--- config.mk ---
export PLATFORM = sky130hd
export DESIGN_NAME = uart_rx_oversampled
export DESIGN_NICKNAME = d
export VERILOG_FILES = /design/src/rtl/uart_pkg.sv /design/src/rtl/uart_tick_gen.sv /design/src/rtl/uart_rx_oversampled.sv
export SDC_FILE = /design/constraint.sdc
export NUM_CORES = 1
export LEC_CHECK = 0
export ABC_AREA = 1
export BUFFER_PORTS_ARGS = -buffer_cell sky130_fd_sc_hd__buf_2
export CAP_MARGIN = 20
export CORE_AREA = 2 2 71 73
export CTS_BUF_LIST = sky130_fd_sc_hd__clkbuf_8
export DETAILED_ROUTE_END_ITERATION = 7
export DIE_AREA = 0 0 73 75
export HOLD_SLACK_MARGIN = 0.02
export MAX_ROUTING_LAYER = met4
export PLACE_DENSITY_LB_ADDON = 0.08
export SLEW_MARGIN = 20
export SYNTH_ARGS = -nofsm -noshare
export SYNTH_HDL_FRONTEND = slang
export SYNTH_SLANG_ARGS = --single-unit
--- constraint.sdc ---
create_clock -name clock -period 2.1 [get_ports clock]
set_clock_uncertainty 0.05 [all_clocks]
set_input_delay 0 -clock clock [delete_from_list [all_inputs] [get_ports clock]]
set_output_delay 0 -clock clock [all_outputs]
set_load 0.05 [all_outputs]
--- src/rtl/uart_pkg.sv ---
// Shared types and helpers for the UART receive and transmit blocks.
package uart_pkg;

  typedef enum logic [1:0] {
    PAR_NONE = 2'd0,
    PAR_EVEN = 2'd1,
    PAR_ODD  = 2'd2
  } parity_mode_t;

  typedef enum logic [2:0] {
    IDLE,
    START,
    DATA,
    PARITY,
    STOP,
    BREAK
  } rx_state_t;

  // Clocks per oversample tick, rounded to nearest, never below 1.
  function automatic int calc_div(input int clk_hz, input int baud, input int os);
    longint den;
    longint q;
    den = longint'(baud) * longint'(os);
    q   = (longint'(clk_hz) + den / 2) / den;
    return (q < 1) ? 1 : int'(q);
  endfunction

endpackage

--- src/rtl/uart_tick_gen.sv ---
// Oversample tick divider: one-cycle tick every DIV clocks; restart realigns so the
// first tick lands DIV cycles after the restart cycle.
module uart_tick_gen #(
  parameter int DIV = 1
) (
  input  logic clock,
  input  logic reset,
  input  logic restart,
  output logic tick
);

  localparam int CW = (DIV > 1) ? $clog2(DIV) : 1;

  logic [CW-1:0] cnt;

  always_ff @(posedge clock) begin
    if (reset || restart) begin
      cnt <= '0;
    end else if (cnt == CW'(DIV - 1)) begin
      cnt <= '0;
    end else begin
      cnt <= cnt + CW'(1);
    end
  end

  assign tick = !restart && (cnt == CW'(DIV - 1));

endmodule

--- src/rtl/uart_rx_oversampled.sv ---
// Oversampled UART receiver with majority-voted bits and a one-frame output buffer.
// Frame commits one cycle after the last stop-bit vote; a full buffer drops the new frame and pulses overrun.
module uart_rx_oversampled
  import uart_pkg::*;
#(
  parameter int CLK_HZ      = 25_000_000,
  parameter int BAUD_RATE   = 9600,
  parameter int OVERSAMPLE  = 16,
  parameter int DATA_BITS   = 9,
  parameter int PARITY_MODE = 0,
  parameter int STOP_BITS   = 1
) (
  input  logic                 clock,
  input  logic                 reset,
  input  logic                 rx,
  output logic [DATA_BITS-1:0] data,
  output logic                 valid,
  input  logic                 ready,
  output logic                 parity_error,
  output logic                 framing_error,
  output logic                 overrun,
  output logic                 busy
);

  localparam int           DIV   = calc_div(CLK_HZ, BAUD_RATE, OVERSAMPLE);
  localparam int           M     = OVERSAMPLE / 2;
  localparam int           SW    = $clog2(OVERSAMPLE);
  localparam int           BW    = $clog2(DATA_BITS + 1);
  localparam parity_mode_t PMODE = parity_mode_t'(2'(PARITY_MODE));

  rx_state_t              state, state_nxt;
  logic                   rx_meta, rxs;
  logic                   tick, restart;
  logic [SW-1:0]          sub;
  logic                   s0, s1, maj;
  logic [BW-1:0]          bit_cnt;
  logic [DATA_BITS-1:0]   shreg;
  logic                   pbad, fbad, commit;
  logic                   mid_tick, sub_wrap, end_tick, data_done, last_stop;

  always_ff @(posedge clock) begin
    if (reset) begin
      rx_meta <= 1'b1;
      rxs     <= 1'b1;
    end else begin
      rx_meta <= rx;
      rxs     <= rx_meta;
    end
  end

  uart_tick_gen #(.DIV(DIV)) u_tick (
    .clock  (clock),
    .reset  (reset),
    .restart(restart),
    .tick   (tick)
  );

  assign maj       = (s0 & s1) | (s0 & rxs) | (s1 & rxs);
  assign sub_wrap  = (sub == SW'(OVERSAMPLE - 1));
  assign mid_tick  = tick && (sub == SW'(M + 1));
  assign end_tick  = tick && sub_wrap;
  assign data_done = (bit_cnt == BW'(DATA_BITS));
  assign last_stop = (bit_cnt == BW'(STOP_BITS - 1));
  assign busy      = (state != IDLE);

  always_ff @(posedge clock) begin
    if (reset) state <= IDLE;
    else       state <= state_nxt;
  end

  always_comb begin
    state_nxt = state;
    restart   = 1'b0;
    case (state)
      IDLE: if (!rxs) begin
        state_nxt = START;
        restart   = 1'b1;
      end
      START: begin
        if (mid_tick && maj) state_nxt = IDLE;
        else if (end_tick)   state_nxt = DATA;
      end
      DATA:   if (end_tick && data_done) state_nxt = (PMODE == PAR_NONE) ? STOP : PARITY;
      PARITY: if (end_tick) state_nxt = STOP;
      // Good frames return to IDLE at mid stop bit so an immediately following start edge is seen.
      STOP:   if (mid_tick && last_stop) state_nxt = (fbad || !maj) ? BREAK : IDLE;
      BREAK:  if (tick && rxs && sub_wrap) state_nxt = IDLE;
      default: state_nxt = IDLE;
    endcase
  end

  always_ff @(posedge clock) begin
    if (reset) begin
      sub     <= '0;
      s0      <= 1'b1;
      s1      <= 1'b1;
      bit_cnt <= '0;
      shreg   <= '0;
      pbad    <= 1'b0;
      fbad    <= 1'b0;
      commit  <= 1'b0;
    end else begin
      commit <= 1'b0;
      if (restart) begin
        sub     <= '0;
        bit_cnt <= '0;
        pbad    <= 1'b0;
        fbad    <= 1'b0;
      end else if (state == BREAK) begin
        // Counts consecutive high ticks; any low sample restarts the count.
        if (!rxs)      sub <= '0;
        else if (tick) sub <= sub_wrap ? '0 : sub + SW'(1);
      end else if (tick) begin
        sub <= sub_wrap ? '0 : sub + SW'(1);
        if (sub == SW'(M - 1)) s0 <= rxs;
        if (sub == SW'(M))     s1 <= rxs;
        if (sub == SW'(M + 1)) begin
          case (state)
            DATA: begin
              shreg   <= {maj, shreg[DATA_BITS-1:1]};
              bit_cnt <= bit_cnt + BW'(1);
            end
            PARITY: pbad <= (^shreg) ^ maj ^ (PMODE == PAR_ODD);
            STOP: begin
              fbad <= fbad | ~maj;
              if (last_stop) begin
                commit <= 1'b1;
                sub    <= '0;
              end else begin
                bit_cnt <= bit_cnt + BW'(1);
              end
            end
            default: ;
          endcase
        end
        if (state == DATA && sub_wrap && data_done) bit_cnt <= '0;
      end
    end
  end

  always_ff @(posedge clock) begin
    if (reset) begin
      data          <= '0;
      valid         <= 1'b0;
      parity_error  <= 1'b0;
      framing_error <= 1'b0;
      overrun       <= 1'b0;
    end else begin
      overrun <= 1'b0;
      if (commit) begin
        if (!valid || ready) begin
          data          <= shreg;
          parity_error  <= pbad;
          framing_error <= fbad;
          valid         <= 1'b1;
        end else begin
          overrun <= 1'b1;
        end
      end else if (valid && ready) begin
        valid <= 1'b0;
      end
    end
  end

endmodule

==> out/qor.yml, run 1 <==
clock_tree:
  numCtsBuffers: 5
  clkLatencyLatePin_ns: 0.31
  tritoncts: "done"
  root_buffer: "clkbuf_8"
  ctsResizeCount: 0
  clk_path_buf_depth: 2
  clk_pin_slew_worst_paths_ns: 0.09
  cts.sinks: 48
  h-tree-depth: 2
critical_path:
  critPathMaxStageDelay_ns: 0.33
  critPathSlowestCell: "dfxtp_1"
  cp_num_buf_inv: 2
  worstPathRequired_ns: 2.29
  crit_fanout: 5
  r2r_setup_slack_ns: 0.29
  crit_path_start_kind: "register"
  worstSetupPathType: "reg -> reg"
  regToRegStartpoint: "sub[1]"
  arrival_ns: 2.00
  r2r_cells: 10
  rr_endpoint: "state[2]"
  critical_path.top_delay_family: "simple AND/OR/NAND/NOR gates"
  end_kind: "register"
  critical_path.cell_chain: "inv_1, ha_1, nand3_1, inv_1, nand4_1, nand2_1, nand3_1, nor2_2, nor2_1, nor2_1"
detailed_routing:
  vias: 2119
  ant_nets: 0
  drt_wl_total_mm: 4.90
  via_per_inst: 5.11
  drt_iter0_drc: 85
  dr.pass1.iters: 4
  avgRoutedWirePerCell_um: 11.8
  drc: 0
synth:
  yosys.area.top_type_share_pct: 38.8
  synth_top_area_cell: "dfxtp_1"
  avgSynthCellArea_um2: 7.39
  synth_top_family_by_area: "simple AND/OR/NAND/NOR gates"
  netlist_instances: 335
  seq_area_frac_synth_pct: 38.8
  synth_warnings: 0
  synth_xor_area_share_pct: 3.89
  synth_area_um2: 2470
  synthArstFlopShare_pct: 0
  synth_fp_nets: 347
  synth_compound_area_share_pct: 14.3
  synth_top_cells_by_count: "dfxtp_1 (48), nand2_1 (48), inv_1 (45), nor2_1 (45)"
  synthSimpleGateAreaFrac_pct: 29.9
  synth-adder-area-share_pct: 4.04
  synthMuxAreaShare_pct: 0
  synth_area_leaders: "dfxtp_1 (39%), nand2_1 (7.3%), inv_1 (6.8%), nor2_1 (6.8%), a21oi_1 (4.7%)"
  synth_seq_cells: 48
  synth_cell_types: 35
  synthFlopType: "dfxtp_1"
  synth-edff-count: 0
finish:
  diodes: 0
  final_area_um2: 2750
  utilization_pct: 59.1
  drive_above_1_share_pct: 16.3
  fillers: 468
  fin_nets: 372
  area_growth_pct: 11.2
  final_cells: 415
grt:
  grt_pass1_vias: 1901
  grt_first_pass_wirelength_mm: 8.19
  antenna_found_initial: 0
  grt_max_degree: 21
  overflow: 0
  grt_use_total_pct: 19.8
sta:
  fin_crit_ns: 1.81
  tightestPinTransition_ns: 0.285
  rsz0062_at_grt: "false"
  fin_hold_ws_ns: 0.376
  hold_viol_final: 0
  drv_slew: 0
  setup_viol: 0
  slew_headroom_pct: 80.9
  setup_ws_ns: 0.291
  timing.fmax_ghz: 0.553
  fin_crit_sh_pct: 86.1
  tns_ns: 0
pwr:
  ir_drop_v: 0.000725
  p_leak_nw: 1.25
  power_density_nw_per_um2: 791
  total_power_mw: 2.18
placement:
  placed_area_um2: 2620
  place_congestion: 0.861
  dp.cells: 403
  io_buffer_count: 17
  pre_cts_ws_ns: 0.298
  dp_hpwl_mm: 3.62
die:
  core_area_um2: 4660
  fp.dieW_um: 73
  die_y_um: 75
  fp-row-count: 25
  start_util_pct: 53.1
  pin_count: 18
  dieArea_um2: 5480
status:
  status: "completed"
min_path:
  worstHoldStart: "rx_meta"
  min_path_cells: 1
  hold_class: "reg -> reg"
  holdPathEnd: "rxs"
run:
  maxCapViolCount: 0
[worst max path at each step]
stage / startpoint / endpoint / slack (ns) / cells after the start
3_3_place_gp: sub[1] / state[2] / 0.34 / 11
3_5_place_dp: sub[1] / state[2] / 0.30 / 10
5_1_grt: sub[1] / state[2] / 0.08 / 10
6_report: sub[1] / state[2] / 0.29 / 10
4_1_cts: sub[1] / state[2] / 0.29 / 10
2_1_floorplan: sub[1] / state[0] / 0.59 / 11
[logic make-up after synthesis]
kind of cell               after synthesis
and+or+nand+nor                        151
AOI/OAI and AO/OA                       60
buffers and inverters                   57
DFF                                     48
xor gates and xnor gates                11
adders and majority gates                8
[final cells by class]
class | count | area [um2] | area share (%)
Multi-Input combinational cell | 230 | 1290 | 46.9
Sequential cell | 48 | 961 | 34.9
Inverter | 52 | 198 | 7.18
Timing Repair Buffer | 23 | 140 | 5.09
Clock buffer | 6 | 82.6 | 3.00
Tap cell | 54 | 67.6 | 2.45
Clock inverter | 2 | 13.8 | 0.500
[cells in the final DEF, fill, tap and decap left out, types with 7 or more instances in the layout]
master | netlist | final
ha_1 | 8 | 8
a21oi_1 | 23 | 23
nor3_1 | 7 | 7
dfxtp_1 | 48 | 48
o21ai_0 | 23 | 23
nand2_1 | 48 | 48
inv_1 | 45 | 45
nand3_1 | 21 | 21
nor2_1 | 45 | 45
buf_2 | 0 | 17
[timing repair]
item | in CTS | in global routing
hold buffers | 4 | 0
setup buffers | 0 | 0
hold endpoints to repair | 8 | 0
[state kept, by name, summed over array words and instances, names as in the netlist]
| register | flops |
|---|---|
| data | 9 |
| shreg | 9 |
| u_tick.cnt | 8 |
| bit_cnt | 4 |
| sub | 4 |
| state | 3 |
| commit | 1 |
| fbad | 1 |
| framing_error | 1 |
| overrun | 1 |
| parity_error | 1 |
| pbad | 1 |
| rx_meta | 1 |
| rxs | 1 |
| s0 | 1 |
| s1 | 1 |
| valid | 1 |
[power breakdown]
part / internal [mW] / switching (mW) / leakage (nW)
sequential: 0.947 / 0.0594 / 0.388
combinational: 0.180 / 0.403 / 0.809
clock: 0.270 / 0.319 / 0.0516
[metal layers]
metal / GRT usage (%) / vias to the layer above / share of wire [%]
li1: - / 1125 / -
met1: 24.5 / 959 / 49
met2: 31.9 / 33 / 47
met3: 4.82 / 2 / 3.2
met4: 5.97 / 0 / 0.45
met5: - / - / 0
(Power assumes the default switching activity.)
==> run 2, diff against run 1 <==
PLACE_DENSITY = 0.69   (was default)
PLACE_DENSITY_LB_ADDON = default   (was 0.08)
==> run 2 against run 1 <==
  * Register-to-register slack better by 0.03 ns
  * Cell count down 0.48%
  * Sequential power about the same
  * Non-clock buffer count down 1
  * Utilization down 0.32 points
  * Largest cell class unchanged
  * Cell area down 0.55%
  * Clock-buffer cell count unchanged
  * Clock power down 3%
==> out/qor.yml, run 2 (same netlist as run 1, synthesis figures left out) <==
pwr:
  power.share.switching_pct: 36.2  # +0.33 points
  power_density_nw_per_um2: 796  # +0.58%
  clkPwrFrac_pct: 26.2  # -0.8 points
  ir_drop_v: 0.000927  # +28%
  p_int_mw: 1.39  # -0.49%
  switchingPower_uw: 789  # +0.97%
  combPwrFrac_pct: 27.5  # +0.7 points
  p_leak_nw: 1.24  # -0.91%
  seqPwrFrac_pct: 46.4  # +0.2 points
sta:
  hold_viol_final: 0  # unchanged
  tightestPinTransition_ns: 0.309  # +0.0244 ns
  timing.fmax_ghz: 0.563  # +1.9%
  fin_crit_ns: 1.77  # -0.0341 ns
  fin_crit_sh_pct: 84.5  # -1.6 points
  slew_headroom_pct: 79.4  # -1.5 points
  setup_viol: 0  # unchanged
  rsz0062_at_grt: "false"
  drv_slew: 0  # unchanged
  tns_ns: 0  # unchanged
clock_tree:
  numCtsBuffers: 5  # unchanged
  h-tree-depth: 2  # unchanged
  clk_pin_slew_worst_paths_ns: 0.09  # about the same
  root_buffer: "clkbuf_8"
  clk_path_buf_depth: 2  # unchanged
  tritoncts: "done"
  clkLatencyLatePin_ns: 0.30  # about the same
  cts.sinks: 48  # unchanged
critical_path:
  crit_path_start_kind: "register"
  crit_fanout: 5  # unchanged
  rr_endpoint: "state[2]"
  r2r_setup_slack_ns: 0.33  # +0.03 ns
  critical_path.cell_chain: "inv_1, ha_1, nand3_1, inv_1, nand4_1, nand2_1, nand2_1, nor2_1, nand3_1, nand2_1, nor2_1"
  cp.depth: 11  # +1
  end_kind: "register"
  worstSetupPathType: "reg -> reg"
  cp_num_buf_inv: 2  # unchanged
  worstPathRequired_ns: 2.25  # -0.04 ns
  critPathMaxStageDelay_ns: 0.33  # about the same
  r2r_cells: 11  # +1
  critPathSlowestCell: "dfxtp_1"
  critical_path.top_delay_family: "simple AND/OR/NAND/NOR gates"
  arrival_ns: 1.93  # -0.07 ns
  critPathMostFrequentCell: "nand2_1"
  regToRegStartpoint: "sub[1]"
finish:
  seq_area_um2: 961  # unchanged
  final_area_um2: 2740  # -0.55%
  diodes: 0  # unchanged
  reg_top3: "data (9), shreg (9), u_tick.cnt (8)"
  final_cells: 413  # -0.48%
  fillers: 430  # -8.1%
  fin_nets: 371  # -0.27%
  drive_above_1_share_pct: 16.2  # -0.19 points
  multi_input_area_um2: 1290  # unchanged
  area_growth_pct: 10.6
  most-common-layout-cells: "nand2_1 (48), dfxtp_1 (48), inv_1 (45), nor2_1 (45)"
placement:
  place_congestion: 0.909  # +5.6%
  dp_hpwl_mm: 3.70  # +2.2%
  dp.cells: 403  # unchanged
  placed_area_um2: 2620  # unchanged
  io_buffer_count: 17  # unchanged
die:
  pin_count: 18  # unchanged
  die_y_um: 75  # unchanged
  start_util_pct: 53.1  # unchanged
  core_area_um2: 4660  # unchanged
  dieArea_um2: 5480  # unchanged
  fp.dieW_um: 73  # unchanged
  fp-row-count: 25  # unchanged
detailed_routing:
  via_per_inst: 5.15  # +0.82%
  vias: 2126  # +0.33%
  drt_iter0_drc: 117  # +38%
  ant_nets: 0  # unchanged
  avgRoutedWirePerCell_um: 11.8  # -0.27%
  drc: 0  # unchanged
  drt_wl_total_mm: 4.87  # -0.75%
  dr.pass1.iters: 4  # unchanged
min_path:
  min_path_cells: 3  # +2
  holdPathEnd: "rx_meta"
  worstHoldStart: "rx"
  hold_class: "in -> reg"
status:
  status: "completed"
grt:
  overflow: 0  # unchanged
  antenna_found_initial: 0  # unchanged
  grt_first_pass_wirelength_mm: 8.14  # -0.67%
  grt_use_total_pct: 19.8  # +0.052 points
  grt_max_degree: 21  # unchanged
  grt_pass1_vias: 1897  # -0.21%
run:
  maxCapViolCount: 0  # unchanged
run 2: changes by cell type in the layout (fill, tap and decap cells not counted):
cell           change
clkinv_2           -1
clkinv_4           +1
dlygate4sd3_1      -1
inv_6              -1
run 2: worst max-delay path by stage:
stage          startpoint       end  slack, ns
2_1_floorplan      sub[1]  state[0]       0.59
3_3_place_gp       sub[1]  state[2]       0.40
3_5_place_dp       sub[1]  state[0]       0.37
4_1_cts            sub[1]  state[0]       0.35
5_1_grt            sub[1]  state[2]       0.13
6_report           sub[1]  state[2]       0.33
run 2: per-stage QoR:
stage / util (%) / hold WS (ns) / total power, mW / worst slack [ns]
floorplan: - / 0.0538 / 1.49 / 0.587
global placement: 56.1 / 0.137 / 1.62 / 0.395
finish: 58.7 / 0.371 / 2.18 / 0.325
detailed placement: 56.1 / 0.140 / 1.62 / 0.368
global route: 58.7 / 0.377 / 2.30 / 0.134
CTS: 58.5 / 0.0295 / 2.18 / 0.348
run 2: power groups by stage:
| stage | clock [mW] | combinational [mW] | sequential [mW] |
|---|---|---|---|
| 6_report | 0.570 | 0.599 | 1.01 |
| 5_1_grt | 0.623 | 0.659 | 1.01 |
| 4_1_cts | 0.582 | 0.589 | 1.01 |
| 3_5_place_dp | 0 | 0.586 | 1.03 |
| 3_3_place_gp | 0 | 0.588 | 1.03 |
| 2_1_floorplan | 0 | 0.477 | 1.02 |
run 2: routing by layer:
metal | share of wire, % | vias up | global-route usage [%]
met1 | 49 | 955 | 24.7
met4 | 1.3 | 0 | 5.56
li1 | - | 1119 | -
met5 | 0 | - | -
met3 | 3.7 | 9 | 5.76
met2 | 46 | 43 | 31.3
run 2: what timing repair did:
item                       4_1_cts  5_1_grt
hold endpoints to repair         3        1
setup endpoints to repair        0        0
hold buffers                     2        1
resized for setup                0        0
buffers inserted                 0        0
run 2: layout make-up:
| class | count | area share (%) |
|---|---|---|
| multi-input combinational | 230 | 47.1 |
| sequential | 48 | 35.1 |
| inverter | 52 | 7.22 |
| timing repair buffer | 22 | 4.75 |
| clock buffer | 6 | 3.02 |
| tap | 54 | 2.47 |
| clock inverter | 1 | 0.320 |
run 2: worst min-delay path, stage by stage:
cell,delay [ns]
dlygate4sd3_1,0.52
buf_2,0.09
or2_2,0.09
==> run 3, diff against run 2 <==
ABC_AREA = 0   (was 1)
CORE_AREA = 2 2 68 70   (was 2 2 71 73)
DIE_AREA = 0 0 70 72   (was 0 0 73 75)
PLACE_DENSITY = 0.7   (was 0.69)
clock period = 1.8 ns   (was 2.1 ns; I/O delays follow)
==> run 3 against run 2 <==
  * The run now ends with setup timing left
  * Maximum frequency decreased by 14%
  * Cell count decreased by 9.9%
  * Synthesized cell count decreased by 25%
  * Sequential power increased by 8%
  * Power decreased by 11%
  * Non-clock buffer count increased by 50
  * Global-route usage increased by 2.5 points
  * Die area decreased by 7.9%
  * Synthesized area decreased by 7.4%
  * Routed wire length increased by 9.3%
  * Combinational power decreased by 60%
  * Largest cell class unchanged
  * Highest routed layer unchanged
==> out/qor.yml, run 3 <==
critical_path:
  critical_path.cell_chain: "or4b_4, or3_4, buf_4, buf_6, nor3_4, mux2i_1, nand2b_1"
  crit_fanout: 4  # -1
  cp_num_buf_inv: 2  # unchanged
  endpoint: "s1"
  cp.depth: 7  # -4
  rr_endpoint: "s1"
  end_kind: "register"
  r2r_cells: 7  # -4
  regToRegStartpoint: "u_tick.cnt[4]"
  crit_path_start: "u_tick.cnt[4]"
  crit_path_start_kind: "register"
  worstPathRequired_ns: 1.94  # -0.31 ns
  critPathMaxStageDelay_ns: 0.53  # +0.20 ns
  critical_path.top_delay_family: "simple AND/OR/NAND/NOR gates"
  worstSetupPathType: "reg -> reg"
  critPathSlowestCell: "or4b_4"
  r2r_setup_slack_ns: -0.27  # -0.59 ns
  arrival_ns: 2.21  # +0.28 ns
pwr:
  p_leak_nw: 1.31  # +6.0%
  power_density_nw_per_um2: 635  # -20%
  total_power_mw: 1.94  # -11%
  ir_drop_v: 0.000399  # -57%
clock_tree:
  root_buffer: "clkbuf_8"
  cts.sinks: 48  # unchanged
  tritoncts: "done"
  clkLatencyLatePin_ns: 0.30  # about the same
  clk_path_buf_depth: 2  # unchanged
  numCtsBuffers: 5  # unchanged
  clk_pin_slew_worst_paths_ns: 0.09  # about the same
  h-tree-depth: 2  # unchanged
sta:
  setup_viol: 23  # +23
  timing.fmax_ghz: 0.484  # -14%
  tns_ns: -4.49  # -4.49 ns
  fin_crit_sh_pct: 115  # +30 points
  fin_crit_ns: 2.07  # +0.291 ns
  setup_ws_ns: -0.266  # -0.591 ns
  tightestPinTransition_ns: 0.567  # +0.257 ns
  slew_headroom_pct: 62.2  # -17 points
  rsz0062_at_grt: "true"
  hold_viol_final: 0  # unchanged
  drv_slew: 0  # unchanged
placement:
  io_buffer_count: 17  # unchanged
  dp_hpwl_mm: 3.54  # -4.3%
  placed_area_um2: 2710  # +3.6%
  pre_cts_ws_ns: -0.332  # -0.701 ns
  place_congestion: 0.882  # -3.0%
synth:
  synth_seq_cells: 48  # unchanged
  seq_area_frac_synth_pct: 41.9  # +3.1 points
  synth_compound_area_share_pct: 8.79  # -5.5 points
  synth_fp_nets: 264  # -24%
  synth-adder-area-share_pct: 4.81  # +0.76 points
  synth_cell_types: 42  # +20%
  synth_top_cells_by_count: "dfxtp_1 (48), nor2_1 (40), mux2i_1 (24), a21oi_1 (14), inv_1 (10)"
  synth_top_family_by_area: "simple AND/OR/NAND/NOR gates"
  synthSimpleGateAreaFrac_pct: 24.3  # -5.6 points
  synthFlopType: "dfxtp_1"
  synth-edff-count: 0  # unchanged
  synth_area_um2: 2290  # -7.4%
  avgSynthCellArea_um2: 9.09  # +23%
  synth_warnings: 0  # unchanged
  netlist_instances: 252  # -25%
  synth_area_leaders: "dfxtp_1 (42%), mux2i_1 (10%), nor2_1 (6.6%), ha_1 (4.4%), xnor2_1 (3.4%)"
  synthMuxAreaShare_pct: 10.5  # +10 points
  synth_most_common_cell: "dfxtp_1"
  synth_xor_area_share_pct: 5.95  # +2.1 points
  yosys.area.top_type_share_pct: 41.9  # +3.1 points
  synthArstFlopShare_pct: 0  # unchanged
  synth_top_area_cell: "dfxtp_1"
detailed_routing:
  vias: 2043  # -3.9%
  dr.pass1.iters: 4  # unchanged
  drt_wl_total_mm: 5.32  # +9.3%
  avgRoutedWirePerCell_um: 14.3  # +21%
  drt_iter0_drc: 129  # +10%
  via_per_inst: 5.49  # +6.7%
  drc: 0  # unchanged
  ant_nets: 0  # unchanged
finish:
  reg_top3: "data (9), shreg (9), u_tick.cnt (8)"
  fin_nets: 332  # -11%
  most-common-layout-cells: "buf_4 (47), dfxtp_1 (46), nor2_1 (39), mux2i_1 (24), buf_2 (17)"
  diodes: 0  # unchanged
  area_growth_pct: 33.5
  final_area_um2: 3060  # +12%
  drive_above_1_share_pct: 32.8  # +17 points
  layout_commonest_cell: "buf_4"
status:
  violations: "setup timing"
  status: "complete, but fails checks"
die:
  pin_count: 18  # unchanged
  fp-row-count: 24  # -4.0%
  start_util_pct: 53.7  # +0.63 points
  core_area_um2: 4260  # -8.5%
  die_y_um: 72  # -4.0%
  fp.dieW_um: 70  # -4.1%
  dieArea_um2: 5040  # -7.9%
min_path:
  hold_class: "in -> reg"
grt:
  antenna_found_initial: 0  # unchanged
  grt_first_pass_wirelength_mm: 8.67  # +6.6%
  grt_max_degree: 34  # +62%
  grt_pass1_vias: 1940  # +2.3%
  grt_use_total_pct: 22.3  # +2.5 points
  overflow: 0  # unchanged
run:
  maxCapViolCount: 0  # unchanged
run 3: logic make-up (layout without fill, tap and decap cells):
logic type / Yosys count / after routing
simple gates: 102 / 102
flops: 48 / 48
compound gates: 34 / 34
mux: 24 / 24
buf+inv: 21 / 89
xor+xnor: 14 / 14
fa+ha+maj: 9 / 9
run 3: area by class of cell:
class	instances	area (um2)
flip-flops and latches	48	963
inverters	10	37.5
fillers	338	1200
repair buffers	72	526
multi-input cells	183	1390
clock buffers	5	68.8
clock inverters	2	12.5
well taps	52	65.1
run 3: repair_timing:
action,4_1_cts,5_1_grt
pin swaps,15,12
hold endpoints to repair,3,0
gates resized for setup,23,16
buffers inserted,7,6
gates cloned,1,0
endpoints found under the setup margin,31,27
hold buffers,2,0
run 3: worst min path at each step:
stage	startpoint	cells after the start	end	slack [ns]
2_1_floorplan	ready	1	overrun	0.03
3_3_place_gp	rx	2	rx_meta	0.14
3_5_place_dp	rx	2	rx_meta	0.13
4_1_cts	reset	2	shreg[8]	0.13
5_1_grt	reset	2	shreg[0]	0.17
6_report	reset	2	framing_error	0.13
run 3: stage by stage:
step | hold WS, ns | std cells | util (%)
after global routing | 0.165 | 372 | 71.7
after floorplan | 0.0293 | 252 | -
after CTS | 0.131 | 369 | 69.7
after detailed placement | 0.134 | 352 | 63.6
final | 0.125 | 372 | 71.7
after global placement | 0.135 | 352 | 63.6
run 3: power by group:
| group | switching, mW | internal (mW) |
|---|---|---|
| Combinational | 0.137 | 0.103 |
| Sequential | 0.0176 | 1.08 |
| Clock | 0.344 | 0.263 |
run 3: layer usage:
layer | routed length [um] | share of wire [%] | vias up | track usage (%)
met5 | 0 | 0 | - | -
met1 | 2320 | 44 | 964 | 26.8
met4 | 94 | 1.8 | 0 | 9.19
met3 | 249 | 4.7 | 9 | 3.89
met2 | 2650 | 50 | 54 | 37.6
li1 | - | - | 1016 | -
